==> src/rtl/oc8051_intc_if.sv <==
// Bus bundle for the oc8051 interrupt controller: SFR access plus the
// core's request/vector handshake.
interface oc8051_intc_if #(
    parameter int NSRC = 8
);
    logic [NSRC-1:0] src;
    logic            wr;
    logic [7:0]      wr_addr;
    logic [7:0]      data_in;
    logic [7:0]      rd_addr;
    logic [7:0]      data_out;
    logic            intr;
    logic [7:0]      int_vec;
    logic            ack;
    logic            reti;
    logic [2:0]      act_lev;

    modport master (
        output src, wr, wr_addr, data_in, rd_addr, ack, reti,
        input  data_out, intr, int_vec, act_lev
    );

    modport slave (
        input  src, wr, wr_addr, data_in, rd_addr, ack, reti,
        output data_out, intr, int_vec, act_lev
    );
endinterface

==> src/rtl/oc8051_intc.sv <==
// Nestable interrupt controller: up to 16 sources, four priority levels,
// per-source edge/level mode, registers on the SFR bus.
module oc8051_intc #(
    parameter int         NSRC     = 8,
    parameter logic [7:0] BASE     = 8'hA8,
    parameter logic [7:0] VEC_BASE = 8'h03,
    parameter logic [7:0] VEC_STEP = 8'h08
) (
    input logic          clk,
    input logic          rst,
    oc8051_intc_if.slave bus
);
    // Internal state is always 16 wide; bits at or above NSRC stay zero.
    localparam logic [15:0] SRC_MASK = 16'((32'h1 << NSRC) - 1);

    logic             ea;
    logic [15:0]      ien;
    logic [15:0]      mode;
    logic [15:0]      pend_edge;
    logic [15:0][1:0] pri;
    logic [3:0]       active;
    logic [3:0]       idx_q;
    logic [1:0]       lev_q;
    logic             intr_q;
    logic [7:0]       vec_q;
    logic [7:0]       data_q;
    logic [15:0]      src_q;

    logic [15:0] src_ext;
    logic [15:0] pend;
    logic [15:0] cand;
    logic [15:0] rise;
    logic [7:0]  wr_off;
    logic [7:0]  rd_off;
    logic [10:0] wsel;
    logic [7:0]  rd_val;

    always_comb begin
        src_ext = '0;
        src_ext[NSRC-1:0] = bus.src;
    end

    assign rise   = src_ext & ~src_q;
    assign pend   = ((mode & pend_edge) | (~mode & src_ext)) & SRC_MASK;
    assign cand   = pend & ien & {16{ea}};
    assign wr_off = bus.wr_addr - BASE;
    assign rd_off = bus.rd_addr - BASE;

    always_comb begin
        for (int k = 0; k < 11; k++)
            wsel[k] = bus.wr && (wr_off == 8'(k));
    end

    // Arbitration: scan high to low with >= so ties settle on the lowest index.
    logic       found;
    logic [3:0] best_idx;
    logic [1:0] best_pri;

    always_comb begin
        found    = 1'b0;
        best_idx = '0;
        best_pri = '0;
        for (int i = 15; i >= 0; i--) begin
            if (cand[i] && (!found || pri[i] >= best_pri)) begin
                found    = 1'b1;
                best_idx = 4'(i);
                best_pri = pri[i];
            end
        end
    end

    logic       cur_any;
    logic [1:0] cur_lev;

    always_comb begin
        cur_lev = '0;
        for (int i = 0; i < 4; i++)
            if (active[i]) cur_lev = 2'(i);
    end

    assign cur_any = |active;

    logic       req_ok;
    logic       ack_ok;
    logic [7:0] vec;

    assign req_ok = found && (!cur_any || best_pri > cur_lev);
    assign ack_ok = bus.ack && intr_q;
    assign vec    = VEC_BASE + 8'(best_idx) * VEC_STEP;

    // reti pops the top level before ack pushes the latched one.
    logic [3:0] active_nxt;
    logic       popped;

    always_comb begin
        active_nxt = active;
        popped     = 1'b0;
        if (bus.reti) begin
            for (int i = 3; i >= 0; i--) begin
                if (!popped && active_nxt[i]) begin
                    active_nxt[i] = 1'b0;
                    popped        = 1'b1;
                end
            end
        end
        if (ack_ok) active_nxt[lev_q] = 1'b1;
    end

    // Edge pending priority: register write, then fresh edge, then ack clear.
    logic [15:0] pend_raw;

    always_comb begin
        pend_raw = pend_edge;
        for (int i = 0; i < 16; i++) begin
            if ((i < 8 && wsel[5]) || (i >= 8 && wsel[6]))
                pend_raw[i] = bus.data_in[i % 8];
            else if (rise[i])
                pend_raw[i] = 1'b1;
            else if (ack_ok && idx_q == 4'(i))
                pend_raw[i] = 1'b0;
        end
    end

    always_comb begin
        rd_val = 8'h00;
        case (rd_off)
            8'd0:  rd_val = {ea, 7'b0};
            8'd1:  rd_val = ien[7:0];
            8'd2:  rd_val = ien[15:8];
            8'd3:  rd_val = mode[7:0];
            8'd4:  rd_val = mode[15:8];
            8'd5:  rd_val = pend[7:0];
            8'd6:  rd_val = pend[15:8];
            8'd7:  rd_val = {pri[3],  pri[2],  pri[1],  pri[0]};
            8'd8:  rd_val = {pri[7],  pri[6],  pri[5],  pri[4]};
            8'd9:  rd_val = {pri[11], pri[10], pri[9],  pri[8]};
            8'd10: rd_val = {pri[15], pri[14], pri[13], pri[12]};
            default: rd_val = 8'h00;
        endcase
    end

    always_ff @(posedge clk or posedge rst) begin
        if (rst) begin
            ea        <= 1'b0;
            ien       <= '0;
            mode      <= '0;
            pend_edge <= '0;
            pri       <= '0;
            active    <= '0;
            idx_q     <= '0;
            lev_q     <= '0;
            intr_q    <= 1'b0;
            vec_q     <= 8'h00;
            data_q    <= 8'h00;
            src_q     <= '0;
        end else begin
            src_q     <= src_ext;
            pend_edge <= pend_raw & mode & SRC_MASK;
            active    <= active_nxt;

            if (ack_ok) begin
                intr_q <= 1'b0;
                vec_q  <= 8'h00;
            end else begin
                intr_q <= req_ok;
                vec_q  <= req_ok ? vec : 8'h00;
                if (req_ok) begin
                    idx_q <= best_idx;
                    lev_q <= best_pri;
                end
            end

            if (bus.wr && bus.wr_addr == bus.rd_addr) data_q <= bus.data_in;
            else                                      data_q <= rd_val;

            if (wsel[0]) ea          <= bus.data_in[7];
            if (wsel[1]) ien[7:0]    <= bus.data_in & SRC_MASK[7:0];
            if (wsel[2]) ien[15:8]   <= bus.data_in & SRC_MASK[15:8];
            if (wsel[3]) mode[7:0]   <= bus.data_in & SRC_MASK[7:0];
            if (wsel[4]) mode[15:8]  <= bus.data_in & SRC_MASK[15:8];
            for (int k = 0; k < 4; k++) begin
                if (wsel[7+k]) begin
                    for (int j = 0; j < 4; j++)
                        pri[4*k+j] <= SRC_MASK[4*k+j] ? bus.data_in[2*j +: 2] : 2'b00;
                end
            end
        end
    end

    assign bus.intr     = intr_q;
    assign bus.int_vec  = vec_q;
    assign bus.data_out = data_q;
    assign bus.act_lev  = cur_any ? ({1'b0, cur_lev} + 3'd1) : 3'd0;
endmodule
==> src/flat_wrapper.sv <==
// flat-port wrapper written by rule: the top's interface ports become plain ports
module oc8051_intc_flat 
#(
    parameter int         NSRC     = 8,
    parameter logic [7:0] BASE     = 8'hA8,
    parameter logic [7:0] VEC_BASE = 8'h03,
    parameter logic [7:0] VEC_STEP = 8'h08
)
  (clk, rst, bus_src, bus_wr, bus_wr_addr, bus_data_in, bus_rd_addr, bus_ack, bus_reti, bus_data_out, bus_intr, bus_int_vec, bus_act_lev);
  oc8051_intc_if #(.NSRC(NSRC)) bus_i ();
  input logic clk;
  input logic rst;
  input wire logic [$bits(bus_i.src)-1:0] bus_src;
  input wire logic [$bits(bus_i.wr)-1:0] bus_wr;
  input wire logic [$bits(bus_i.wr_addr)-1:0] bus_wr_addr;
  input wire logic [$bits(bus_i.data_in)-1:0] bus_data_in;
  input wire logic [$bits(bus_i.rd_addr)-1:0] bus_rd_addr;
  input wire logic [$bits(bus_i.ack)-1:0] bus_ack;
  input wire logic [$bits(bus_i.reti)-1:0] bus_reti;
  output wire logic [$bits(bus_i.data_out)-1:0] bus_data_out;
  output wire logic [$bits(bus_i.intr)-1:0] bus_intr;
  output wire logic [$bits(bus_i.int_vec)-1:0] bus_int_vec;
  output wire logic [$bits(bus_i.act_lev)-1:0] bus_act_lev;
  assign bus_i.src = bus_src;
  assign bus_i.wr = bus_wr;
  assign bus_i.wr_addr = bus_wr_addr;
  assign bus_i.data_in = bus_data_in;
  assign bus_i.rd_addr = bus_rd_addr;
  assign bus_i.ack = bus_ack;
  assign bus_i.reti = bus_reti;
  assign bus_data_out = bus_i.data_out;
  assign bus_intr = bus_i.intr;
  assign bus_int_vec = bus_i.int_vec;
  assign bus_act_lev = bus_i.act_lev;
  oc8051_intc #(.NSRC(NSRC), .BASE(BASE), .VEC_BASE(VEC_BASE), .VEC_STEP(VEC_STEP)) u_core (.clk(clk), .rst(rst), .bus(bus_i));
endmodule
==> config.mk <==
export PLATFORM = sky130hd
export DESIGN_NAME = oc8051_intc_flat
export DESIGN_NICKNAME = d
export VERILOG_FILES = /design/src/rtl/oc8051_intc_if.sv /design/src/rtl/oc8051_intc.sv /design/src/flat_wrapper.sv
export SDC_FILE = /design/constraint.sdc
export NUM_CORES = 1
export LEC_CHECK = 0
export ABC_CLOCK_PERIOD_IN_PS = 29700
export BUFFER_PORTS_ARGS = -buffer_cell sky130_fd_sc_hd__buf_2
export CORE_MARGIN = 2
export CORE_UTILIZATION = 55
export DETAILED_ROUTE_END_ITERATION = 6
export PLACE_DENSITY = 0.8
export SLEW_MARGIN = 10
export SYNTH_ARGS = -nofsm -noshare
export SYNTH_HDL_FRONTEND = slang
export SYNTH_SLANG_ARGS = --single-unit
==> constraint.sdc <==
create_clock -name clk -period 29.7 [get_ports clk]
set_clock_uncertainty 0.05 [all_clocks]
set_input_delay 0 -clock clk [delete_from_list [all_inputs] [get_ports clk]]
set_output_delay 0 -clock clk [all_outputs]
set_load 0.01 [all_outputs]
Yosys cells after proc, flatten, opt, wreduce, memory -nomap -nowiden
Index checks and enable logic that the tools add are counted.
{"block": "word_totals", "register_bits": 76, "latch_bits": 0, "ram_bits": 0, "romBits": 0, "elab_cells": 204, "memories": 0}
{"block": "op_classes", "addsub": 4, "n_mul": 0, "div": 0, "magnitude_cmp": 11, "n_eq_ne": 18, "shift": 0, "n_mux": 86, "n_bitwise": 11, "n_reduce_logical": 55}
{"op": "$mux W4", "n": 18}
{"op": "$mux W1", "n": 52}
{"op": "$pmux W8 S6", "n": 1}
{"op": "$and A8 B8 Y8", "n": 4}
{"op": "$eq A8 B3 Y1 const B", "n": 4}
{"op": "$logic_and A1 B1 Y1", "n": 29}
{"op": "$mux W8", "n": 3}
{"op": "$mux W2", "n": 10}
{"op": "$and A16 B16 Y16", "n": 1}
{"op": "$and A8 B16 Y16", "n": 1}
{"op": "$eq A4 B3 Y1 const B", "n": 4}
{"op": "$eq A8 B1 Y1 const B", "n": 2}
{"op": "$eq A8 B2 Y1 const B", "n": 2}
{"op": "$eq A8 B4 Y1 const B", "n": 2}
{"op": "$logic_not A8 Y1", "n": 2}
{"op": "$not A8 Y16", "n": 1}
{"op": "$sub A8 B8 Y8 const B", "n": 2}
{"op": "$ge A2 B2 Y1", "n": 7}
{"op": "$logic_not A1 Y1", "n": 12}
{"op": "$logic_or A1 B1 Y1", "n": 9}
{"op": "$add A2 B7 Y8 const A", "n": 1}
{"op": "$eq A4 B2 Y1 const B", "n": 2}
{"op": "$eq A8 B8 Y1", "n": 1}
{"op": "$not A8 Y8", "n": 1}
{"op": "13 further kinds", "n": 14}

Logic depth before layout (Yosys ltp)
Gate-level depths: netlist of the first run.
{"block": "logic_depth", "word_depth": 50, "depth_mapped": 56}

Least setup slack after synthesis of the first run
No wires, ideal clock.
{"block": "synth_path", "path_kind": "register -> register", "startpoint": "register u_core.mode[7]", "endpoint": "register u_core.idx_q[0]", "setup_ps": 118, "t_arrival_ps": 9580, "t_required_ps": 29532, "path_slack_ps": 19952, "stages_incl_launch_ff": 55, "cell_sequence": "dfrtp_1 -> mux2_4 -> and3_1 -> ha_1 -> nand2b_1 -> a21oi_1 -> a21oi_1 -> a22o_1 -> ha_1 -> nand2b_1 -> a21o_1 -> o21a_1 -> a221oi_1 -> nor2_1 -> ha_1 -> inv_1 -> a21boi_0 -> o31a_1 -> [... 19 more ...] -> a41oi_1 -> o211ai_1 -> o21ai_2 -> ha_1 -> nand2b_1 -> a21oi_1 -> a21bo_1 -> buf_6 -> mux2i_1 -> ha_1 -> nor2b_1 -> a2bb2oi_1 -> o21a_1 -> o21ai_4 -> inv_2 -> nand2_2 -> o21ba_2 -> a21o_1"}
{"block": "synth_via", "elab_chain_cells": 39, "word_cells_on_any_way": 63, "cone_classes": "8 x order compare; 24 x mux; 6 x bitwise; 25 x reduce/logical"}
{"element": "start, declared", "line": "oc8051_intc.sv:18", "text": "logic [15:0] mode;"}
{"element": "start signal, assigned", "line": "oc8051_intc.sv:179", "text": "if (wsel[3]) mode[7:0] <= bus.data_in & SRC_MASK[7:0];"}
{"element": "$not A8 Y8", "line": "oc8051_intc.sv:44", "text": "assign pend = ((mode & pend_edge) | (~mode & src_ext)) & SRC_MASK;"}
{"element": "$and A8 B8 Y8", "line": "oc8051_intc.sv:44"}
{"element": "$or A8 B8 Y8 (*)", "line": "oc8051_intc.sv:44"}
{"element": "$and A8 B8 Y8 (*)", "line": "oc8051_intc.sv:45", "text": "assign cand = pend & ien & {16{ea}};"}
{"element": "$and A16 B16 Y16 (*)", "line": "oc8051_intc.sv:45"}
{"element": "$logic_and A1 B1 Y1 (*)", "line": "oc8051_intc.sv:64", "text": "if (cand[i] && (!found || pri[i] >= best_pri)) begin"}
{"element": "$mux W2 / $mux W1 (equally long branches)", "line": "oc8051_intc.sv:64"}
{"element": "$ge A2 B2 Y1 / $logic_not A1 Y1 (equally long branches)", "line": "oc8051_intc.sv:64"}
{"element": "[... 24 more ...]"}
{"element": "$logic_or A1 B1 Y1", "line": "oc8051_intc.sv:64"}
{"element": "$logic_and A1 B1 Y1", "line": "oc8051_intc.sv:64"}
{"element": "$mux W2 (*)", "line": "oc8051_intc.sv:64"}
{"element": "net u_core.best_pri[1]", "line": "oc8051_intc.sv:57", "text": "logic [1:0] best_pri;"}
{"element": "$gt A2 B2 Y1 (*)", "line": "oc8051_intc.sv:87", "text": "assign req_ok = found && (!cur_any || best_pri > cur_lev);"}
{"element": "$logic_or A1 B1 Y1 (*)", "line": "oc8051_intc.sv:87"}
{"element": "$logic_and A1 B1 Y1 (*)", "line": "oc8051_intc.sv:87"}
{"element": "$reduce_and A2 Y1 (no line) (*)"}
{"element": "end signal, assigned", "line": "oc8051_intc.sv:168", "text": "idx_q <= best_idx;"}
{"element": "end, declared", "line": "oc8051_intc.sv:22", "text": "logic [3:0] idx_q;"}
Mark *: on every way through the listed nets, which the timed path passes. The rest lies on a longest branch.
A chain may end at the register's enable or synchronous reset.

Final worst setup path of the first run
Ends and elaborated chain as after synthesis.

==> out/results.ini, run 1 <==
[yosys]
synth_top_family_by_area=compound AO/OA/AOI/OAI gates
synth-adder-area-share_pct=5.585
yosysWarnings=0
yosys.area.top_type=dfrtp_1
synthXorXnorAreaFrac_pct=1.646
synthSimpleGateAreaFrac_pct=16.34
ys_ff_latch=70
synth_edf_count=0
synth_common_cells=70 x dfrtp_1, 29 x a21oi_1, 29 x mux2_2, 27 x nand2_1, 26 x o21ai_0
ys_types=69
yosysSeqAreaShare_pct=41.15
synth.area.top_cells=dfrtp_1 41%, mux2_2 7.7%, ha_1 5.6%, a21oi_1 3.4%, o21ai_0 3.1%
syn_avg_cell_area_sq_um=9.922
async_reset_ff_share_pct=100.0
muxShareOfSynthArea_pct=9.465
syn_inst=429
synth_ff_type=dfrtp_1
yosysMostFrequentCell=dfrtp_1
synth_compound_area_share_pct=21.40
synth_top_area_share_pct=41.15
synth.cell_area_sq_mm=0.004257

[clock_tree]
postCtsSetupRepairBufs=0
insertion_delay_ns=0.36
path_clk_slew_ns=0.08
cts_tree=done
clockBufferDepth=2
htreeDepth=3
cts_resized=0
clkSinkCount=70
cts_hold_buf=20
cts-buffers-inserted=9
clock-root-buffer=clkbuf_8

[power_and_ir_drop]
p_per_area_mw_per_mm2=42.99
total_power_uw=214.5
seq_power_share_pct=48.2
switching_share_pct=26.19
pwr-share-clk_pct=40.5
cellLeakagePower_nw=2.333
p_comb_share_pct=11.3
worst_ir_drop_vdd_uv=20.41
p_int_uw=158.3
p_switching_uw=56.17

[critical_path]
critPathSlowestCell=o21ai_1
cp-start-kind=flop
path_max_fanout=10
timing_worst_setup_path_type=reg -> reg
r2r-start=u_core.mode[7]
crit_family=compound AO/OA/AOI/OAI gates
crit_required_ns=29.91
rr_endpoint=u_core.idx_q[0]
r2r_cells=52
crit_path_end=u_core.idx_q[0]
r2r_slack_ns=18.36
cp_num_cells=52
slowest_delay_ns=0.54
critPathBufInv=2
crit_start=u_core.mode[7]
end_kind=flop
critPathArrivalTime_ns=11.55
worst_path_most_repeated_cell=ha_1

[timing]
finalSetupTns_ns=0
whs_ns=0.03542
worst_pin_slew_ns=1.045
fmax_ghz=0.08817
setup_viol=0
min_period_over_period_pct=38.19
rsz0062_at_grt=no
hold_viol=0
finalMaxSlewViolations=0
slew_headroom_pct=30.10
finalCriticalPeriod_ns=11.34

[drt]
drc=0
first_iter_violations=271
dr.pass1.iters=5
avgViaCountPerCell=6.121
wirelength_um=10810
vias=3697
wire_per_inst_um=17.90
ant_nets=0

[layout]
synthToLayoutAreaGrowth_pct=17.23
diodes=0
num-nets-final=553
drive_gt1_share_pct=22.91

[place]
gp_congestion=0.9477
dpl.hpwl_um=7870
port_buffers=53

[floorplan]
fp.dieW_um=91.97
start_util_pct=55.95
dieArea_sq_mm=0.008458
coreArea_sq_mm=0.007607
die_y_um=91.97
row_count=32
ios=57

[grt]
track_usage_pct=26.46
grt_overflow=0
grt_pass1_wl_um=17310
grt_max_degree=71
antenna_found_initial=0
first_global_vias=3581

[hold_path]
hold_start=bus_wr_addr[1]
hold_class=in -> reg

[outcome]
status=finished, final reports clean

[job]
maxCapViolCount=0

==> final cells by class <==
class,count,area [sq um]
well taps,102,127.6
multi-input cells,320,2333
inverters,22,82.58
fillers,642,2618
flip-flops and latches,70,1752
clock inverters,6,93.84
clock buffers,10,127.6
repair buffers,74,473.0
==> placed cells by master, fill, tap and decap left out, types with 3 or more instances in the layout <==
master	count
a21o_1	6
a21oi_1	29
a221o_1	5
a222oi_1	4
a22o_1	4
a22oi_1	12
and2_1	11
and3_1	3
buf_2	53
clkbuf_8	9
conb_1	3
dfrtp_1	70
dlygate4sd3_1	20
ha_1	19
inv_1	20
mux2_2	29
mux2_4	3
nand2_1	27
nand2b_1	17
nand3_1	6
nor2_1	16
nor2b_1	13
nor3_1	7
o211ai_1	7
o21a_1	4
o21ai_0	26
o31ai_1	5
or3_1	5
xnor2_1	8
==> power groups by stage <==
stage / Combinational [mW] / Clock [mW] / Sequential, mW
2_1_floorplan: 0.0147 / 0 / 0.103
3_3_place_gp: 0.0210 / 0 / 0.105
3_5_place_dp: 0.0221 / 0 / 0.105
4_1_cts: 0.0241 / 0.0873 / 0.103
5_1_grt: 0.0267 / 0.0921 / 0.104
6_report: 0.0241 / 0.0870 / 0.103
==> state kept, by name, indices dropped and copies added, names as in the netlist, 2 cells and up <==
signal	count
u_core.bus.data_out	8
u_core.active	4
u_core.pend_edge	8
u_core.src_q	8
u_core.lev_q	2
u_core.pri	16
u_core.idx_q	3
u_core.bus.int_vec	4
u_core.mode	8
u_core.ien	8
==> through the flow <==
| stage | cells | area, sq um | setup slack, ns | utilization [%] |
|---|---|---|---|---|
| 2_1_floorplan | 431 | 4264 | 19.95 | - |
| 3_3_place_gp | 568 | 4563 | 19.02 | 59.98 |
| 3_5_place_dp | 568 | 4563 | 18.60 | 59.98 |
| 4_1_cts | 604 | 4985 | 18.45 | 65.53 |
| 5_1_grt | 604 | 4990 | 17.68 | 65.59 |
| 6_report | 604 | 4990 | 18.36 | 65.59 |
==> layer usage <==
layer  up-vias  part of all wire (%)  track usage [%]
li1       1709                     -                -
met1      1780                    41            31.81
met2       166                    49            46.08
met3        42                   5.7            4.684
met4         0                   4.2            12.31
met5         -                     0                0
==> worst min-delay path: stages <==
cell,delay (ns)
buf_2,0.13
nor3_1,0.07
mux2_2,0.21
==> how the worst min path moves through the flow <==
| stage | to | cells past startpoint | slack, ns |
|---|---|---|---|
| after floorplan | u_core.src_q[0] | 0 | -0.02 |
| after global placement | u_core.src_q[0] | 1 | 0.08 |
| after detailed placement | u_core.src_q[0] | 1 | 0.08 |
| after CTS | u_core.ea | 3 | 0.03 |
| after global routing | u_core.ea | 3 | 0.05 |
| final | u_core.ea | 3 | 0.04 |
==> kinds of logic (layout without fill, tap and decap cells) <==
kind of cell / count (synthesis) / count (layout)
AOI/OAI and AO/OA: 130 / 130
xor gates and xnor gates: 8 / 8
adders and majority gates: 19 / 19
buffers and inverters: 41 / 112
DFF: 70 / 70
muxes: 35 / 35
other: 1 / 3
and+or+nand+nor: 125 / 125
(Power assumes the default switching activity.)
==> inputs of run 2 (changes only) <==
--- a/config.mk
+++ b/config.mk
@@ -5,12 +5,13 @@
 export SDC_FILE = /design/constraint.sdc
 export NUM_CORES = 1
 export LEC_CHECK = 0
-export ABC_CLOCK_PERIOD_IN_PS = 29700
+export ABC_AREA = 1
+export ABC_CLOCK_PERIOD_IN_PS = 11100
 export BUFFER_PORTS_ARGS = -buffer_cell sky130_fd_sc_hd__buf_2
 export CORE_MARGIN = 2
 export CORE_UTILIZATION = 55
 export DETAILED_ROUTE_END_ITERATION = 6
-export PLACE_DENSITY = 0.8
+export PLACE_DENSITY = 0.79
 export SLEW_MARGIN = 10
 export SYNTH_ARGS = -nofsm -noshare
 export SYNTH_HDL_FRONTEND = slang
==> constraint.sdc (replaced) <==
create_clock -name clk -period 11.1 [get_ports clk]
set_clock_uncertainty 0.05 [all_clocks]
set_input_delay 0 -clock clk [delete_from_list [all_inputs] [get_ports clk]]
set_output_delay 0 -clock clk [all_outputs]
set_load 0.01 [all_outputs]
==> run 2 against run 1 <==
Net effect: hold slack lost 0.031 ns; critical endpoint is now u_core.idx_q[2]; non-clock buffer count grew 2; largest cell class unchanged; sequential power rose to 2.7 times the previous value; die area is 2.9% higher; clock-buffer cell count stayed put; cell area increased by 2.8%; via count increased by 17%; highest routed layer unchanged; register-to-register slack lost 16 ns.
==> out/results.ini, run 2 <==
[place]
port_buffers=53  ; unchanged
gp_congestion=1.001  ; +5.6%
postPlaceCellArea_sq_mm=0.004703  ; +3.1%
dpl.hpwl_um=8875  ; +13%
dp_cells=742  ; +31%

[yosys]
yosysSeqAreaShare_pct=39.94  ; -1.2 points
async_reset_ff_share_pct=100.0  ; unchanged
ys_types=37  ; -46%
synth.area.top_cells=dfrtp_1 40%, nand2_1 12%, inv_1 8.1%, ha_1 5.4%, o21ai_0 4.9%
syn_avg_cell_area_sq_um=7.358  ; -26%
yosys.area.top_type=dfrtp_1
yosysMostFrequentCell=nand2_1
synth.cell_area_sq_mm=0.004385  ; +3.0%
synth_ff_type=dfrtp_1
synth_edf_count=0  ; unchanged
ys_ff_latch=70  ; unchanged
synth_top_area_share_pct=39.94  ; -1.2 points
syn_inst=596  ; +39%
yosysWarnings=0  ; unchanged
synth_common_cells=144 x nand2_1, 95 x inv_1, 70 x dfrtp_1, 43 x o21ai_0, 42 x nor2_1

[floorplan]
start_util_pct=56.75  ; +0.80 points
row_count=32  ; unchanged
fp.dieW_um=93.30  ; +1.4%
dieArea_sq_mm=0.008704  ; +2.9%
die_y_um=93.30  ; +1.4%
ios=57  ; unchanged
coreArea_sq_mm=0.007727  ; +1.6%

[clock_tree]
htreeDepth=3  ; unchanged
clkSinkCount=70  ; unchanged
insertion_delay_ns=0.36  ; about the same
cts_resized=0  ; unchanged
cts-buffers-inserted=9  ; unchanged
clockBufferDepth=2  ; unchanged
path_clk_slew_ns=0.09  ; about the same
cts_tree=done
clock-root-buffer=clkbuf_8

[timing]
hold_viol=0  ; unchanged
finalSetupTns_ns=0  ; unchanged
setup_viol=0  ; unchanged
fmax_ghz=0.1132  ; +28%
finalCriticalPeriod_ns=8.835  ; -2.507 ns
worst_pin_slew_ns=0.8911  ; -0.1535 ns
finalMaxSlewViolations=0  ; unchanged
rsz0062_at_grt=no
slew_headroom_pct=40.59  ; +10 points
min_period_over_period_pct=79.59  ; +41 points

[grt]
grt_overflow=0  ; unchanged
grt_pass1_wl_um=19480  ; +13%
antenna_found_initial=0  ; unchanged
grt-busiest-layer=met2
grtUsageMet2_pct=50.84  ; +4.8 points
track_usage_pct=28.78  ; +2.3 points
met3_usage_pct=5.238  ; +0.55 points
grt_max_degree=71  ; unchanged
first_global_vias=4198  ; +17%
met1_usage_pct=34.07  ; +2.3 points

[layout]
finish.instance_area_sq_mm=0.005130  ; +2.8%
largest_reg_flops=16  ; unchanged
final_cell_mix=144 x nand2_1, 94 x inv_1, 70 x dfrtp_1
layout_commonest_cell=nand2_1
largest_register=u_core.pri
diodes=0  ; unchanged
drive_gt1_share_pct=15.93  ; -7.0 points
fin_cells=780  ; +29%
num-nets-final=729  ; +32%
synthToLayoutAreaGrowth_pct=16.98

[critical_path]
crit_start=u_core.ea
r2r_cells=66  ; +27%
critPathArrivalTime_ns=9.05  ; -2.50 ns
rr_endpoint=u_core.idx_q[2]
critPathSlowestCell=dfrtp_1
end_kind=flop
worst_path_most_repeated_cell=nand2_1
path_max_fanout=8  ; -2
r2r-start=u_core.ea
crit_path_end=u_core.idx_q[2]
slowest_delay_ns=0.51  ; -0.03 ns
timing_worst_setup_path_type=reg -> reg
crit_required_ns=11.32  ; -18.59 ns
r2r_slack_ns=2.27  ; -16.09 ns
cp-start-kind=flop

[drt]
wirelength_um=11720  ; +8.4%
avgViaCountPerCell=5.537  ; -9.5%
vias=4319  ; +17%
wire_per_inst_um=15.02  ; -16%
first_iter_violations=231  ; -15%
drc=0  ; unchanged
ant_nets=0  ; unchanged
dr.pass1.iters=6  ; +1

[power_and_ir_drop]
switching_share_pct=28.30  ; +2.1 points
p_per_area_mw_per_mm2=109.8  ; +160%
worst_ir_drop_vdd_uv=66.37  ; +230%
p_int_uw=403.9  ; +160%
p_comb_share_pct=12.6  ; +1.3 points
cellLeakagePower_nw=2.637  ; +13%
p_switching_uw=159.4  ; +180%
pwr-share-clk_pct=38.2  ; -2.3 points
seq_power_share_pct=49.2  ; +1.0 points
total_power_uw=563.3  ; +160%

[outcome]
status=finished, final reports clean

[job]
maxCapViolCount=0  ; unchanged

[hold_path]
hold_class=in -> reg

[run 2: cell types whose count changed after synthesis, sizes merged, moves of 30 or more]
cell / before / now
nand2: 28 / 154
mux2: 33 / 0
nor2: 16 / 46
nand3: 7 / 42
o21ai: 30 / 68
inv: 22 / 102
[run 2: kinds of logic after synthesis]
kind of cell	synth area share [%]
AOI/OAI and AO/OA	14.04
xor gates and xnor gates	0.7988
adders and majority gates	5.421
buffers and inverters	10.84
DFF	39.94
muxes	0.4565
other	0.08551
and+or+nand+nor	28.42
[run 2: worst min path at each step]
stage	from	slack (ns)	cells after the start	endpoint
2_1_floorplan	bus_src[0]	-0.02	0	u_core.src_q[0]
3_3_place_gp	bus_src[0]	0.09	1	u_core.src_q[0]
3_5_place_dp	bus_src[1]	0.09	1	u_core.src_q[1]
4_1_cts	bus_ack	0.004	3	u_core.active[0]
5_1_grt	bus_ack	0.02	3	u_core.active[0]
6_report	bus_ack	0.005	3	u_core.active[0]
[run 2: area by class of cell]
class / instances / area [sq um]
Timing Repair Buffer: 76 / 493.0
Fill cell: 663 / 2597
Tap cell: 102 / 127.6
Sequential cell: 70 / 1752
Inverter: 102 / 385.4
Clock buffer: 10 / 137.6
Clock inverter: 6 / 68.82
Multi-Input combinational cell: 414 / 2166
[run 2: stage by stage]
| step | util [%] | worst slack (ns) | hold slack, ns |
|---|---|---|---|
| after global placement | 60.86 | 2.956 | 0.08628 |
| after CTS | 66.39 | 2.319 | 0.004379 |
| after global routing | 66.39 | 1.349 | 0.01921 |
| after detailed placement | 60.86 | 2.382 | 0.09003 |
| final | 66.39 | 2.265 | 0.004793 |
| after floorplan | - | 3.553 | -0.01857 |
[run 2: what timing repair did]
item | 4_1_cts | 5_1_grt
setup buffers | 0 | 0
hold buffers | 22 | 0
hold endpoints to repair | 115 | 0
[run 2: metal layers]
metal | up-vias | wire, um
li1 | 2084 | -
met1 | 2030 | 4752
met5 | - | 0
met3 | 24 | 694
met4 | 0 | 256
met2 | 181 | 6012
[run 2: power groups by stage]
stage | sequential, mW | clock, mW | combinational, mW
3_3_place_gp | 0.281 | 0 | 0.0619
6_report | 0.277 | 0.215 | 0.0711
5_1_grt | 0.278 | 0.226 | 0.0814
3_5_place_dp | 0.281 | 0 | 0.0647
4_1_cts | 0.276 | 0.215 | 0.0706
2_1_floorplan | 0.278 | 0 | 0.0444
[run 2: worst max-delay path: cells and delay by family (launching register included)]
kind                     cells  cell delay (ns)
AND/OR/NAND/NOR             39             4.23
flip-flops                   1             0.51
adder cells (fa/ha/maj)      8             2.18
buffers and inverters        9             0.54
AO/OA/AOI/OAI               10             1.29
